File: src/rtl/reg_disp_pkg.sv
// Shared types and widths for the register display fetcher.
package reg_disp_pkg;

   localparam int unsigned NREGS  = 32;
   localparam int unsigned IDX_W  = 5;
   localparam int unsigned DATA_W = 32;

   typedef enum logic [1:0] {
      IDLE,
      REQ,
      HOLD
   } disp_state_e;

   // Net index step: +1 for next, +1 for a scan tick, -1 for prev, wrapping mod NREGS.
   function automatic logic [IDX_W-1:0] idx_step(input logic [IDX_W-1:0] idx,
                                                 input logic             inc,
                                                 input logic             dec,
                                                 input logic             tick);
      logic [IDX_W-1:0] r;
      r = idx + IDX_W'(inc) + IDX_W'(tick) - IDX_W'(dec);
      return r;
   endfunction

endpackage

File: src/rtl/key_debouncer.sv
// Active-low pushbutton conditioner: 2-FF synchronizer, stability counter and
// single-cycle press pulse on an accepted 1->0 transition.
module key_debouncer #(
   parameter int unsigned DEBOUNCE_CYCLES = 500000
) (
   input  logic i_clk,
   input  logic i_rst_n,
   input  logic i_key_n,
   output logic o_press
);

   localparam int unsigned CNT_W = $clog2(DEBOUNCE_CYCLES + 1);

   logic             sync1_q, sync2_q;
   logic             level_q, level_d;
   logic             press_q, press_d;
   logic [CNT_W-1:0] cnt_q, cnt_d;

   // Count consecutive samples that disagree with the accepted level; flip on the last one.
   always_comb begin
      level_d = level_q;
      cnt_d   = '0;
      if (sync2_q != level_q) begin
         if (cnt_q == CNT_W'(DEBOUNCE_CYCLES - 1)) begin
            level_d = sync2_q;
         end else begin
            cnt_d = cnt_q + CNT_W'(1);
         end
      end
      press_d = level_q & ~level_d;
   end

   // Synchronizer, debounce state and press pulse registers; keys reset as released.
   always_ff @(posedge i_clk or negedge i_rst_n) begin
      if (!i_rst_n) begin
         sync1_q <= 1'b1;
         sync2_q <= 1'b1;
         level_q <= 1'b1;
         cnt_q   <= '0;
         press_q <= 1'b0;
      end else begin
         sync1_q <= i_key_n;
         sync2_q <= sync1_q;
         level_q <= level_d;
         cnt_q   <= cnt_d;
         press_q <= press_d;
      end
   end

   assign o_press = press_q;

endmodule

File: src/rtl/reg_display_fetcher.sv
// Selects a register index from keys or auto-scan, fetches it over the debug read
// port and holds the value for the seven-segment hex decoder.
module reg_display_fetcher
   import reg_disp_pkg::*;
#(
   parameter int unsigned DEBOUNCE_CYCLES = 500000,
   parameter int unsigned SCAN_CYCLES     = 50000000,
   parameter int unsigned REFRESH_CYCLES  = 1024
) (
   input  logic              i_clk,
   input  logic              i_rst_n,
   input  logic              i_key_next,
   input  logic              i_key_prev,
   input  logic              i_auto_scan,
   output logic              o_rf_req,
   output logic [IDX_W-1:0]  o_rf_addr,
   input  logic              i_rf_ack,
   input  logic [DATA_W-1:0] i_rf_data,
   output logic [DATA_W-1:0] o_rs,
   output logic [IDX_W-1:0]  o_reg_idx,
   output logic              o_valid
);

   localparam int unsigned SCAN_W = $clog2(SCAN_CYCLES + 1);
   localparam int unsigned REF_W  = $clog2(REFRESH_CYCLES + 1);

   logic              press_next, press_prev;
   logic              auto_s1_q, auto_s2_q;
   logic              scan_tick, idx_change, ack_match;

   disp_state_e       state_q, state_d;
   logic [SCAN_W-1:0] scan_q, scan_d;
   logic [REF_W-1:0]  refresh_q, refresh_d;
   logic [IDX_W-1:0]  idx_q, idx_d;
   logic [IDX_W-1:0]  addr_q, addr_d;
   logic              req_q, req_d;
   logic [DATA_W-1:0] rs_q, rs_d;
   logic              valid_q, valid_d;

   key_debouncer #(
      .DEBOUNCE_CYCLES(DEBOUNCE_CYCLES)
   ) u_deb_next (
      .i_clk  (i_clk),
      .i_rst_n(i_rst_n),
      .i_key_n(i_key_next),
      .o_press(press_next)
   );

   key_debouncer #(
      .DEBOUNCE_CYCLES(DEBOUNCE_CYCLES)
   ) u_deb_prev (
      .i_clk  (i_clk),
      .i_rst_n(i_rst_n),
      .i_key_n(i_key_prev),
      .o_press(press_prev)
   );

   // Index selection, scan timer and fetch FSM next-state.
   always_comb begin
      state_d   = state_q;
      scan_d    = scan_q;
      refresh_d = refresh_q;
      addr_d    = addr_q;
      req_d     = req_q;
      rs_d      = rs_q;
      valid_d   = valid_q;

      scan_tick = auto_s2_q && (scan_q == SCAN_W'(SCAN_CYCLES - 1));
      if (!auto_s2_q || press_next || press_prev || scan_tick) begin
         scan_d = '0;
      end else begin
         scan_d = scan_q + SCAN_W'(1);
      end

      idx_d      = idx_step(idx_q, press_next, press_prev, scan_tick);
      idx_change = (idx_d != idx_q);
      // Data is only good if it belongs to the index that will still be shown after this edge.
      ack_match  = (addr_q == idx_q) && !idx_change;

      unique case (state_q)
         IDLE: begin
            state_d = REQ;
            req_d   = 1'b1;
            addr_d  = idx_d;
         end
         REQ: begin
            if (i_rf_ack) begin
               req_d = 1'b0;
               if (ack_match) begin
                  rs_d      = i_rf_data;
                  valid_d   = 1'b1;
                  refresh_d = '0;
                  state_d   = HOLD;
               end else begin
                  // Stale data: drop req for one cycle and re-issue for the new index.
                  state_d = IDLE;
               end
            end
         end
         HOLD: begin
            if (idx_change || (refresh_q == REF_W'(REFRESH_CYCLES - 1))) begin
               state_d   = REQ;
               req_d     = 1'b1;
               addr_d    = idx_d;
               refresh_d = '0;
            end else begin
               refresh_d = refresh_q + REF_W'(1);
            end
         end
         default: begin
            state_d = IDLE;
            req_d   = 1'b0;
         end
      endcase

      if (idx_change) begin
         valid_d = 1'b0;
      end
   end

   // State registers; reset aborts any outstanding request.
   always_ff @(posedge i_clk or negedge i_rst_n) begin
      if (!i_rst_n) begin
         auto_s1_q <= 1'b0;
         auto_s2_q <= 1'b0;
         state_q   <= IDLE;
         scan_q    <= '0;
         refresh_q <= '0;
         idx_q     <= '0;
         addr_q    <= '0;
         req_q     <= 1'b0;
         rs_q      <= '0;
         valid_q   <= 1'b0;
      end else begin
         auto_s1_q <= i_auto_scan;
         auto_s2_q <= auto_s1_q;
         state_q   <= state_d;
         scan_q    <= scan_d;
         refresh_q <= refresh_d;
         idx_q     <= idx_d;
         addr_q    <= addr_d;
         req_q     <= req_d;
         rs_q      <= rs_d;
         valid_q   <= valid_d;
      end
   end

   assign o_rf_req  = req_q;
   assign o_rf_addr = addr_q;
   assign o_rs      = rs_q;
   assign o_reg_idx = idx_q;
   assign o_valid   = valid_q;

endmodule

File: config.mk
export PLATFORM = sky130hd
export DESIGN_NAME = reg_display_fetcher
export DESIGN_NICKNAME = d
export VERILOG_FILES = /design/src/rtl/reg_disp_pkg.sv /design/src/rtl/key_debouncer.sv /design/src/rtl/reg_display_fetcher.sv
export SDC_FILE = /design/constraint.sdc
export NUM_CORES = 1
export LEC_CHECK = 0
export CORE_AREA = 3 3 114 116
export DETAILED_ROUTE_END_ITERATION = 10
export DIE_AREA = 0 0 117 119
export PLACE_DENSITY = 0.83
export SETUP_SLACK_MARGIN = 0.15
export SYNTH_ARGS = -nofsm -noshare
export SYNTH_HDL_FRONTEND = slang
export SYNTH_SLANG_ARGS = --single-unit
File: constraint.sdc
create_clock -name i_clk -period 11.4 [get_ports i_clk]
set_input_delay 1.71 -clock i_clk [delete_from_list [all_inputs] [get_ports i_clk]]
set_output_delay 1.71 -clock i_clk [all_outputs]
set_load 0.1 [all_outputs]
==> reports/results.tsv <==
metric	value	unit
vdd_drop_max	0.1342	mV
required	11690	ps
nNetsFinal	684	
final_cells	796	
fin_crit_sh	0.4372	
synth_flop_cell	dfrtp_1	
crit_chain	ha_1 > nand3_1 > or4_1 > ha_1 > fa_1 > fa_1 > xnor3_1 > nor3_2 > o211ai_1 > a21oi_2 > nor2_1 > mux2_2	
yosysTopAreaCellShare	0.5144	
power_frac_clock	0.294	
htreeDepth	4	
cts.clk_slew.worst_paths	60	ps
hold_violations	0	
crit_start	scan_q[0]	
synthesis.area	0.006032	sq mm
cts_tree	yes	
track_usage	0.1958	
dp_worst_setup_slack	6504	ps
crit_type	flip-flop to flip-flop	
ios	82	
hold_class	flip-flop to flip-flop	
ys_seq_area_frac	0.5406	
critPathMaxStageDelay	610	ps
power_frac_comb	0.400	
p_sw	0.8019	mW
status	complete, no violations	
post_cts_resized	0	
cts_hold_buf	0	
cts_setup_buffers	0	
grt_antenna_before_repair	0	
ys_seq_elements	130	
placed_cells	764	
skew	6.889	ps
slew_headroom	0.3224	
drt_iter0_drc	288	
overflow	0	
r2r-start	scan_q[0]	
hpwl	8.597	mm
finalWorstPathRequiredPeriod	4984	ps
path_max_fanout	15	
fin_ws	6416	ps
num_antenna_cells	0	
place.gp.congestion	0.8833	
vias	4333	
grt_max_degree	77	
synthesis.nets	596	
route.detailed.drc	0	
syn_inst	548	
cts_made_buffers	17	
grt_pass1_wl	21.55	mm
slowest_stage	or4_1	
postLayoutCellArea	0.007589	sq mm
path_delay_family	adder cells	
firstDrtPassIters	5	
ys_warn_count	0	
core-area	0.01201	sq mm
syn_to_final_growth	25.80	%
worst-endpoint-arrival	5270	ps
yosysMostFrequentCell	dfrtp_1	
clkSinkCount	130	
synth_commonest_cells	dfrtp_1, nor2_1, xnor2_1	
via_per_inst	5.443	
detail_route.wl_per_cell	15.83	um
root_buffer	clkbuf_16	
worst-path-buf-inv	0	
row_count	40	
worst_pin_slew	1013	ps
worstSetupEndpointType	flip-flop	
switching_share	0.4261	
max_freq	0.2007	GHz
drv_cap	0	
drive_gt1_frac	0.1371	
synth_area_leaders	dfrtp_1, mux2_2, xnor2_1, nor2_1, xor2_1	
synth_edf_count	0	
setup-violations-final	0	
die_area	0.01392	sq mm
clk_latency	410	ps
fillers	906	
drv_slew	0	
leakage	3.228	nW
cts_max_path_buffers	2	
io_buffers	81	
start_util	0.5022	
final_antenna_net_count	0	
dpl_cell_area	0.006975	sq mm
syn_area_per_cell	11.01	sq um
power_frac_seq	0.307	
p_int	1.080	mW
start_kind	flip-flop	
die_w	117	um
rsz0062_at_grt	no	
power_density	248.0	mW/mm^2
finalSetupTns	0	ps
ys_async_sr_fraction	1.000	
hold_start	auto_s1_q	
synth_area_leader_cell	dfrtp_1	
grt_pass1_vias	4503	
ys_types	50	
routed_wl	12.60	mm
die_h	119	um
[state kept, by name, summed over array words and instances (netlist names), 5 cells and up]
register          flops
o_rf_addr             5
refresh_q            11
scan_q               26
o_rs                 32
u_deb_next.cnt_q     19
u_deb_prev.cnt_q     19
o_reg_idx             5
[power groups by stage]
stage | combinational [mW] | sequential [mW] | clock (mW)
after floorplan | 0.134 | 1.02 | 0
after global placement | 0.744 | 0.578 | 0
after detailed placement | 0.755 | 0.584 | 0
after CTS | 0.757 | 0.577 | 0.561
after global routing | 0.773 | 0.586 | 0.586
final | 0.752 | 0.577 | 0.553
[area by class of cell]
type                       instances  area (sq um)  share of cell area
inverter                          19         71.32            0.009398
sequential                       130          3261              0.4297
multi-input combinational        385          2636              0.3474
clock inverter                    13         160.2             0.02110
clock buffer                      19         452.9             0.05969
tap                              147         183.9             0.02424
timing repair buffer              83         823.3              0.1085
[layer usage]
layer,global-route usage,wire length (um)
met1,0.2536,5467
met2,0.3151,6466
met3,0.04421,419
met4,0.08100,248
met5,0,0
[placed cells by master, fill, tap and decap left out, types with 5 or more instances in the layout]
cell,count
xor2_1,31
a22o_1,8
dfstp_2,6
and3_1,12
nor3_1,10
clkdlybuf4s50_1,80
nor2_1,87
xnor2_1,40
clkbuf_16,17
nand2_1,29
clkinvlp_4,5
ha_1,8
mux2_2,39
nand4_1,12
nand3_1,39
dfrtp_1,124
a21oi_1,6
inv_1,19
o2bb2ai_1,5
[logic make-up (layout without fill, tap and decap cells)]
kind of cell               after synthesis  after routing  synth area share
adders and majority gates               10             10           0.02323
AOI/OAI and AO/OA                       32             32           0.04149
muxes                                   40             40           0.07447
xor gates and xnor gates                72             72            0.1068
buffers and inverters                   33            134           0.02365
and+or+nand+nor                        231            231            0.1898
DFF                                    130            130            0.5406
[path summary, 6_finish.rpt]
kind / to / slack, ps / depth (start not counted)
worst max-delay path: o_rf_addr[3] / 6420 / 12
worst min register to register: auto_s2_q / 350 / 0
min in group asynchronous: u_deb_next.cnt_q[2] / 1330 / 1
worst min-delay path: auto_s2_q / 350 / 0
max in group asynchronous: o_rs[13] / 8670 / 2
worst max register to register: o_rf_addr[3] / 6420 / 12
[worst reg2reg max path, stage by stage, from the launching register on]
cell and delay (ps):
dfrtp_1 410, ha_1 240, nand3_1 210, or4_1 610, ha_1 320, fa_1 430, fa_1 510, xnor3_1 430
nor3_2 250, o211ai_1 230, a21oi_2 570, nor2_1 300, mux2_2 350
[through the flow]
stage	hold WS [ps]	util	total power [mW]
after floorplan	331.2	-	1.152
after global placement	334.8	0.5807	1.322
after detailed placement	341.3	0.5807	1.339
after CTS	354.7	0.6318	1.895
after global routing	356.4	0.6318	1.945
final	352.6	0.6318	1.882
(Power assumes the default switching activity.)
